### src/rtl/adc_sample_deserializer.sv
// Serial ADC frame master: drives CS/SCLK and captures one DATA_W-bit sample per sample period.
// Optional macro ADC_OFFSET_BIN_CONV_EN: convert offset-binary captures to sign-extended two's complement.
module adc_sample_deserializer #(
  parameter int DATA_W        = 16,
  parameter int CLK_DIV       = 4,
  parameter int SAMPLE_PERIOD = 100
) (
  input  logic        avl_clk_i,
  input  logic        avl_reset_n_i,
  input  logic        enable_i,
  input  logic        adc_sdata_i,
  output logic        adc_sclk_o,
  output logic        adc_cs_n_o,
  output logic [15:0] sample_o,
  output logic        sample_valid_o,
  output logic        busy_o
);

  // state | meaning
  // IDLE  | CS high, waiting for enable_i
  // SETUP | CS low, SCLK low for CLK_DIV cycles before the first bit
  // SHIFT | DATA_W SCLK periods, data captured on each SCLK rise
  // DONE  | CS high, sample published with a one-cycle valid pulse
  // WAIT  | CS high until the sample period has elapsed

  localparam int MIN_PERIOD = CLK_DIV * (2 * DATA_W + 1) + 2;
  localparam int EFF_PERIOD = (SAMPLE_PERIOD > MIN_PERIOD) ? SAMPLE_PERIOD : MIN_PERIOD;
  localparam int PER_W      = $clog2(EFF_PERIOD);
  localparam int DIV_W      = (CLK_DIV > 1) ? $clog2(CLK_DIV) : 1;
  localparam int BIT_W      = $clog2(DATA_W);

  localparam logic [PER_W-1:0] PER_LAST = PER_W'(EFF_PERIOD - 1);
  localparam logic [DIV_W-1:0] DIV_LOAD = DIV_W'(CLK_DIV - 1);
  localparam logic [BIT_W-1:0] BIT_LOAD = BIT_W'(DATA_W - 1);

  typedef enum logic [2:0] {
    S_IDLE  = 3'd0,
    S_SETUP = 3'd1,
    S_SHIFT = 3'd2,
    S_DONE  = 3'd3,
    S_WAIT  = 3'd4
  } state_t;

  state_t              state_q;
  logic [PER_W-1:0]    per_cnt_q;
  logic [DIV_W-1:0]    div_cnt_q;
  logic [BIT_W-1:0]    bit_cnt_q;
  logic [DATA_W-1:0]   shift_q;
  logic                sclk_q;
  logic                cs_n_q;
  logic [15:0]         sample_q;
  logic                sample_valid_q;
  logic                busy_q;

  logic [DATA_W-1:0]   conv_word_d;
  logic [15:0]         sample_d;

  always_comb begin
    conv_word_d = shift_q;
`ifdef ADC_OFFSET_BIN_CONV_EN
    // Flipping the MSB of an offset-binary code yields the two's complement code.
    conv_word_d[DATA_W-1] = ~shift_q[DATA_W-1];
    sample_d = 16'($signed(conv_word_d));
`else
    sample_d = 16'(conv_word_d);
`endif
  end

  always_ff @(posedge avl_clk_i or negedge avl_reset_n_i) begin
    if (!avl_reset_n_i) begin
      state_q        <= S_IDLE;
      per_cnt_q      <= '0;
      div_cnt_q      <= '0;
      bit_cnt_q      <= '0;
      shift_q        <= '0;
      sclk_q         <= 1'b0;
      cs_n_q         <= 1'b1;
      sample_q       <= '0;
      sample_valid_q <= 1'b0;
      busy_q         <= 1'b0;
    end else begin
      sample_valid_q <= 1'b0;
      case (state_q)
        S_IDLE: begin
          if (enable_i) begin
            state_q   <= S_SETUP;
            cs_n_q    <= 1'b0;
            busy_q    <= 1'b1;
            per_cnt_q <= '0;
            div_cnt_q <= DIV_LOAD;
          end
        end

        S_SETUP: begin
          per_cnt_q <= per_cnt_q + PER_W'(1);
          if (div_cnt_q == '0) begin
            state_q   <= S_SHIFT;
            div_cnt_q <= DIV_LOAD;
            bit_cnt_q <= BIT_LOAD;
          end else begin
            div_cnt_q <= div_cnt_q - DIV_W'(1);
          end
        end

        S_SHIFT: begin
          per_cnt_q <= per_cnt_q + PER_W'(1);
          if (div_cnt_q == '0) begin
            div_cnt_q <= DIV_LOAD;
            if (!sclk_q) begin
              sclk_q  <= 1'b1;
              shift_q <= {shift_q[DATA_W-2:0], adc_sdata_i};
            end else begin
              sclk_q <= 1'b0;
              if (bit_cnt_q == '0) begin
                state_q        <= S_DONE;
                cs_n_q         <= 1'b1;
                sample_q       <= sample_d;
                sample_valid_q <= 1'b1;
              end else begin
                bit_cnt_q <= bit_cnt_q - BIT_W'(1);
              end
            end
          end else begin
            div_cnt_q <= div_cnt_q - DIV_W'(1);
          end
        end

        S_DONE: begin
          per_cnt_q <= per_cnt_q + PER_W'(1);
          busy_q    <= 1'b0;
          state_q   <= enable_i ? S_WAIT : S_IDLE;
        end

        S_WAIT: begin
          if (per_cnt_q == PER_LAST) begin
            if (enable_i) begin
              state_q   <= S_SETUP;
              cs_n_q    <= 1'b0;
              busy_q    <= 1'b1;
              per_cnt_q <= '0;
              div_cnt_q <= DIV_LOAD;
            end else begin
              state_q <= S_IDLE;
            end
          end else begin
            per_cnt_q <= per_cnt_q + PER_W'(1);
          end
        end

        default: state_q <= S_IDLE;
      endcase
    end
  end

  assign adc_sclk_o     = sclk_q;
  assign adc_cs_n_o     = cs_n_q;
  assign sample_o       = sample_q;
  assign sample_valid_o = sample_valid_q;
  assign busy_o         = busy_q;

endmodule

### config.mk
export PLATFORM = sky130hd
export DESIGN_NAME = adc_sample_deserializer
export DESIGN_NICKNAME = d
export VERILOG_FILES = /design/src/rtl/adc_sample_deserializer.sv
export SDC_FILE = /design/constraint.sdc
export NUM_CORES = 1
export LEC_CHECK = 0
export ABC_AREA = 1
export CAP_MARGIN = 5
export CORE_ASPECT_RATIO = 1.2
export CORE_UTILIZATION = 51
export DETAILED_ROUTE_END_ITERATION = 16
export GPL_TIMING_DRIVEN = 0
export HOLD_SLACK_MARGIN = 0.05
export MAX_ROUTING_LAYER = met4
export PLACE_DENSITY = 0.75
export SKIP_CTS_REPAIR_TIMING = 1
export SLEW_MARGIN = 20
export SYNTH_ARGS = -nofsm -noshare
export SYNTH_HDL_FRONTEND = slang
export SYNTH_SLANG_ARGS = --single-unit
export TNS_END_PERCENT = 5
### constraint.sdc
create_clock -name avl_clk_i -period 1.45 [get_ports avl_clk_i]
set_input_delay 0.29 -clock avl_clk_i [delete_from_list [all_inputs] [get_ports avl_clk_i]]
set_output_delay 0.29 -clock avl_clk_i [all_outputs]
set_load 0.03 [all_outputs]
==> results_dict.tcl, run 1 <==
set metrics [dict create \
    yosysWarningCount 0 \
    ys_top_cells_by_count "83 x nand2_1, 52 x dfrtp_1, 41 x inv_1, 17 x nor2_1, 16 x o21ai_1" \
    gp_congestion 0.8296 \
    relSlewSlack_pct 55.59 \
    hold_path.class "in -> async" \
    drc_errors 0 \
    clk_pin_slew_ns 0.09 \
    routed_wirelength_um 4604 \
    fmax_mhz 679.1 \
    worst_slack_ns -0.02246 \
    worstSetupEndpointType "register" \
    synth_top_family_by_area "simple AND/OR/NAND/NOR gates" \
    critical_path_class "reg -> reg" \
    grt_pass1_wl_um 7955 \
    cp_cell_sequence "inv_1, ha_1, nand2_1, nor2_1, nand2_1, nand2_2, nand2_4, nor2_4, nand2_1, nand2_1" \
    synthAdderAreaFrac_pct 1.975 \
    cp.arrival_ns 1.72 \
    grt_max_degree 54 \
    synth_area_leader_cell "dfrtp_1" \
    synth.avg_cell_area_um2 8.767 \
    vdd_drop_max_mv 0.8763 \
    die_area_um2 5255 \
    path_max_fanout 8 \
    postSynthCellCount 289 \
    synthesis.area_um2 2534 \
    rows 27 \
    critical_path.most_common_cell "nand2_1" \
    rrSetupSlack_ns -0.02 \
    synth_flop_cell "dfrtp_1" \
    rsz0062_at_grt "true" \
    slowest_delay_ns 0.43 \
    maxCapViolations 0 \
    min_period_over_period_pct 101.5 \
    final_hold_viol_count 0 \
    finalCriticalPeriod_ns 1.472 \
    synthDistinctLibCells 27 \
    first_global_vias 1875 \
    required_ns 1.70 \
    antenna_found_initial 0 \
    synth_top_area_share_pct 51.36 \
    critical_path.startpoint_type "register" \
    cts_tree "built" \
    violations "setup timing" \
    antenna_cells 0 \
    wire_per_inst_um 12.18 \
    setup_viol 6 \
    final_cell_area_um2 3025 \
    p_int_uw 3100 \
    pin_count 24 \
    cts.sinks 53 \
    area_delta_synth_final_pct 19.41 \
    drtPass1Iterations 4 \
    dp_hpwl_um 3262 \
    dpl_cell_area_um2 2834 \
    viasPerCell 4.939 \
    muxShareOfSynthArea_pct 0 \
    dieHeight_um 79.21 \
    switching_share_pct 39.88 \
    synth_seq_cells 53 \
    die_w_um 66.34 \
    ant_nets 0 \
    synth_edf_count 0 \
    powerDensity_nw_per_um2 1704 \
    p_sw_uw 2057 \
    synthTopCellsByArea "dfrtp_1 51%, nand2_1 12%, inv_1 6.1%" \
    layout-drive-gt1-share_pct 15.94 \
    start_util_pct 53.96 \
    root_buffer "clkbuf_8" \
    synth_compound_area_share_pct 12.25 \
    syn-num-nets 297 \
    power_leakage_uw 0.001770 \
    power_uw 5157 \
    htree_num_levels 2 \
    yosys.area_share.simple_pct 23.70 \
    drt_iter0_drc 111 \
    status "finished with violations" \
    track_usage_pct 20.33 \
    skew_ns 0.003818 \
    power_frac_clock_pct 20.0 \
    cts_inserted_buffers 5 \
    async_flop_share_pct 100.0 \
    crit_slowest_cell "dfrtp_1" \
    synth-seq-area-share_pct 52.40 \
    clock_path_buffers 2 \
    grt.overflow.total 0 \
    synth.most_common_cell "nand2_1" \
    post-place-ws_ns -0.1132 \
    vias 1867 \
    synthXorXnorAreaFrac_pct 1.383 \
    portBuffers 23 \
    combPwrFrac_pct 39.6 \
    fin_nets 327 \
    core_area_um2 4696 \
    power_frac_seq_pct 40.4 \
    slew_viol_final 0 \
    worstSkewPairLatency_ns 0.30 \
    worst-slew-pin-transition_ns 0.6662 \
]
per-stage QoR:
stage / cells / util (%) / TNS (ns) / hold slack, ns
detailed placement: 370 / 60.35 / -0.7442 / 0.3670
floorplan: 289 / - / 0 / -0.005591
CTS: 378 / 62.83 / -4.717 / 0.03539
global route: 378 / 64.43 / -4.558 / 0.06450
finish: 378 / 64.43 / -0.07113 / 0.006561
global placement: 370 / 60.41 / -79.23 / 0.4633
registers in the layout, summed over array words and instances (netlist names):
name            count
conv_word_d        16
sample_valid_o      1
adc_sclk_o          1
state_q             3
bit_cnt_q           4
sample_o           16
div_cnt_q           2
per_cnt_q           8
busy_o              1
adc_cs_n_o          1
layer usage:
layer,global-route usage (%),share of wire (%)
met1,24.13,45
met2,34.49,51
met5,-,0
met3,3.448,2.1
met4,7.234,1.0
worst paths after layout:
check,start,endpoint,cells after the start
max,per_cnt_q[1]$_DFFE_PN0P_,per_cnt_q[2]$_DFFE_PN0P_,10
min,avl_reset_n_i,state_q[1]$_DFFE_PN0P_,1
max reg2reg,per_cnt_q[1]$_DFFE_PN0P_,per_cnt_q[2]$_DFFE_PN0P_,10
min reg2reg,sample_o[13]$_DFFE_PN0P_,sample_o[13]$_DFFE_PN0P_,2
max in group asynchronous,avl_reset_n_i,bit_cnt_q[2]$_DFFE_PN0P_,1
min in group avl_clk_i,sample_o[13]$_DFFE_PN0P_,sample_o[13]$_DFFE_PN0P_,2
power groups by stage:
stage / clock (uW) / combinational [uW] / sequential [uW]
3_5_place_dp: 0 / 2000 / 2120
4_1_cts: 1050 / 2020 / 2090
3_3_place_gp: 0 / 1950 / 2100
5_1_grt: 1120 / 2340 / 2130
2_1_floorplan: 0 / 1490 / 2140
6_report: 1030 / 2040 / 2090
layout by cell type (no fill, tap or decap):
master and n:
dfrtp_1 52, buf_2 3, inv_2 2, a21oi_2 1
ha_4 1, dfstp_2 1, clkdlybuf4s50_1 2, nor2_4 4
clkbuf_1 1, ha_2 1, nand2_1 83, o21ai_2 15
o211ai_1 1, buf_4 1, a21oi_1 5, clkbuf_8 6
xor2_1 3, inv_1 41, nand2_4 4, nor2_1 17
nand3_4 1, nand2_2 2, ha_1 2, xnor2_1 1
nor2_2 3, o21ai_0 10, o21bai_1 1, o21ai_1 16
nand4_1 3, bufinv_16 1, buf_6 3, nand3_1 10
nand3_2 2, dlymetal6s2s_1 20, nand3b_1 1
cell type report:
| class | instances | area (um^2) |
|---|---|---|
| plain buffers | 6 | 48.80 |
| well taps | 58 | 72.57 |
| fillers | 395 | 1670 |
| clock buffers | 7 | 86.33 |
| repair buffers | 23 | 277.8 |
| multi-input cells | 187 | 1021 |
| flip-flops and latches | 53 | 1328 |
| inverters | 43 | 161.4 |
| clock inverters | 1 | 30.03 |
worst max-delay path, delay by kind of cell, from the launching register on:
kind,cells,cell delay (ns)
fa+ha+maj,1,0.13
buf+inv,1,0.07
flops,1,0.43
simple gates,8,0.77
cell families (layout without fill, tap and decap cells):
logic type | Yosys count | count (layout)
fa+ha+maj | 4 | 4
xor+xnor | 4 | 4
flops | 53 | 53
compound gates | 49 | 49
simple gates | 130 | 130
buf+inv | 49 | 80
No activity file was read; power rests on OpenSTA's default activity.
==> run 2, diff against run 1 <==
--- a/config.mk
+++ b/config.mk
@@ -8,12 +8,12 @@
 export ABC_AREA = 1
 export CAP_MARGIN = 5
 export CORE_ASPECT_RATIO = 1.2
-export CORE_UTILIZATION = 51
+export CORE_UTILIZATION = 55
 export DETAILED_ROUTE_END_ITERATION = 16
 export GPL_TIMING_DRIVEN = 0
 export HOLD_SLACK_MARGIN = 0.05
 export MAX_ROUTING_LAYER = met4
-export PLACE_DENSITY = 0.75
+export PLACE_DENSITY = 0.77
 export SKIP_CTS_REPAIR_TIMING = 1
 export SLEW_MARGIN = 20
 export SYNTH_ARGS = -nofsm -noshare
==> constraint.sdc (replaced) <==
create_clock -name avl_clk_i -period 1.4 [get_ports avl_clk_i]
set_input_delay 0.28 -clock avl_clk_i [delete_from_list [all_inputs] [get_ports avl_clk_i]]
set_output_delay 0.28 -clock avl_clk_i [all_outputs]
set_load 0.03 [all_outputs]
==> run 2 against run 1 <==
Net effect:
- critical path depth is 4 lower
- critical endpoint is now bit_cnt_q[3]$_DFFE_PN0P_
- the run still ends with setup timing left
- clock power down 17%
- non-clock buffer count increased by 3
==> results_dict.tcl, run 2 (synthesized netlist as in run 1, its figures left out) <==
set metrics [dict create \
    status "finished with violations" \
    violations "setup timing" \
    layout-drive-gt1-share_pct 20.12 \
    worstSkewPairLatency_ns 0.31 \
    die_area_um2 4883 \
    slowest_delay_ns 0.44 \
    dieHeight_um 76.35 \
    portBuffers 23 \
    reg2regPathDepth 6 \
    powerDensity_nw_per_um2 1739 \
    rows 26 \
    grt.overflow.total 0 \
    fin_nets 330 \
    dp.cells 368 \
    layout_common_cells "80 x nand2_1, 50 x dfrtp_1, 39 x inv_1" \
    final_hold_viol_count 0 \
    dp_hpwl_um 3256 \
    die_w_um 63.96 \
    crit_slowest_cell "dfrtp_1" \
    cts_tree "built" \
    first_global_vias 1772 \
    grt_max_degree 54 \
    pin_count 24 \
    skew_ns 0.004753 \
    critical_path_class "reg -> reg" \
    vdd_drop_max_mv 0.9401 \
    post-place-ws_ns -0.1598 \
    cts_inserted_buffers 5 \
    relSlewSlack_pct 57.29 \
    cp_top_family "flip-flops" \
    wire_per_inst_um 12.44 \
    seq_area_um2 1330 \
    rrSetupSlack_ns -0.05 \
    min-delay-start "sample_o[4]$_DFFE_PN0P_" \
    fmax_mhz 691.3 \
    rr_endpoint "bit_cnt_q[3]$_DFFE_PN0P_" \
    required_ns 1.59 \
    path_max_fanout 5 \
    drt_iter0_drc 112 \
    clock_path_buffers 2 \
    grt_pass1_wl_um 7769 \
    clk_pin_slew_ns 0.09 \
    antenna_found_initial 0 \
    viasPerCell 4.995 \
    cp_cell_sequence "inv_1, nand2_4, nor2_4, nand3_2, o21ai_0, nand2_1" \
    final_common_cell "nand2_1" \
    worst_slack_ns -0.04649 \
    area_delta_synth_final_pct 20.99 \
    core_area_um2 4327 \
    drc_errors 0 \
    power_leakage_uw 0.001758 \
    hold_path.class "reg -> reg" \
    cts.sinks 53 \
    hold_end "sample_o[4]$_DFFE_PN0P_" \
    worst-slew-pin-transition_ns 0.6406 \
    fin_cells 379 \
    critical_path.startpoint_type "register" \
    min_path_cells 2 \
    track_usage_pct 21.34 \
    worstSetupEndpointType "register" \
    maxCapViolations 0 \
    ant_nets 0 \
    multi_input_area_um2 1069 \
    drtPass1Iterations 4 \
    routed_wirelength_um 4714 \
    cp.arrival_ns 1.63 \
    fill_cells 328 \
    crit_buf_inv 1 \
    vias 1893 \
    setup_viol 5 \
    antenna_cells 0 \
    r2r_start "state_q[2]$_DFFE_PN0P_" \
    root_buffer "clkbuf_8" \
    htree_num_levels 2 \
    slew_viol_final 0 \
    start_util_pct 58.56 \
    rsz0062_at_grt "true" \
    finalCriticalPeriod_ns 1.446 \
    min_period_over_period_pct 103.3 \
    gp_congestion 0.8721 \
]
-- run 2: stage by stage --
step / hold WS (ns) / area [um^2] / power (uW) / setup TNS (ns) / util [%]
2_1_floorplan: -0.01559 / 2534 / 3759 / 0 / -
3_3_place_gp: 0.4667 / 2834 / 4176 / -80.22 / 65.50
3_5_place_dp: 0.3532 / 2831 / 4268 / -2.104 / 65.44
4_1_cts: 0.007004 / 2918 / 5119 / -7.005 / 67.44
5_1_grt: 0.5018 / 3065 / 5776 / -3.872 / 70.85
6_report: 0.4836 / 3065 / 5332 / -0.08205 / 70.85
-- run 2: layer usage --
metal,global-route usage [%],wire [um]
met3,4.641,115
met4,8.636,105
met2,35.11,2393
met5,-,0
met1,25.15,2099
-- run 2: worst min-delay path: cells and delay by family, from the launching register on --
family | cells | cell delay (ns)
compound gates | 1 | 0.05
flops | 1 | 0.35
simple gates | 1 | 0.06
-- run 2: cell type report --
cell class                      instances  area share [%]
Buffer                                  6           1.673
Clock buffer                            5           2.245
Clock inverter                          3          0.5714
Inverter                               43           5.347
Multi-Input combinational cell        187           34.86
Sequential cell                        53           43.39
Tap cell                               56           2.286
Timing Repair Buffer                   26           9.633
-- run 2: where the power goes --
| part | total [uW] | switching [uW] | internal, uW |
|---|---|---|---|
| logic | 2330 | 1490 | 837 |
| registers | 2150 | 276 | 1880 |
| clock network | 854 | 507 | 346 |
| total | 5330 | 2270 | 3060 |
-- run 2: worst max path at each step --
stage / startpoint / endpoint / slack (ns) / cells after the start
2_1_floorplan: bit_cnt_q[0]$_DFFE_PN0P_ / sample_o[10]$_DFFE_PN0P_ / 0.05 / 8
3_3_place_gp: avl_reset_n_i / sample_o[6]$_DFFE_PN0P_ / -1.50 / 1
3_5_place_dp: enable_i / per_cnt_q[7]$_DFFE_PN0P_ / -0.16 / 6
4_1_cts: adc_cs_n_o$_DFFE_PN1P_ / adc_cs_n_o / -0.40 / 1
5_1_grt: state_q[2]$_DFFE_PN0P_ / bit_cnt_q[3]$_DFFE_PN0P_ / -0.16 / 6
6_report: state_q[2]$_DFFE_PN0P_ / bit_cnt_q[3]$_DFFE_PN0P_ / -0.05 / 6
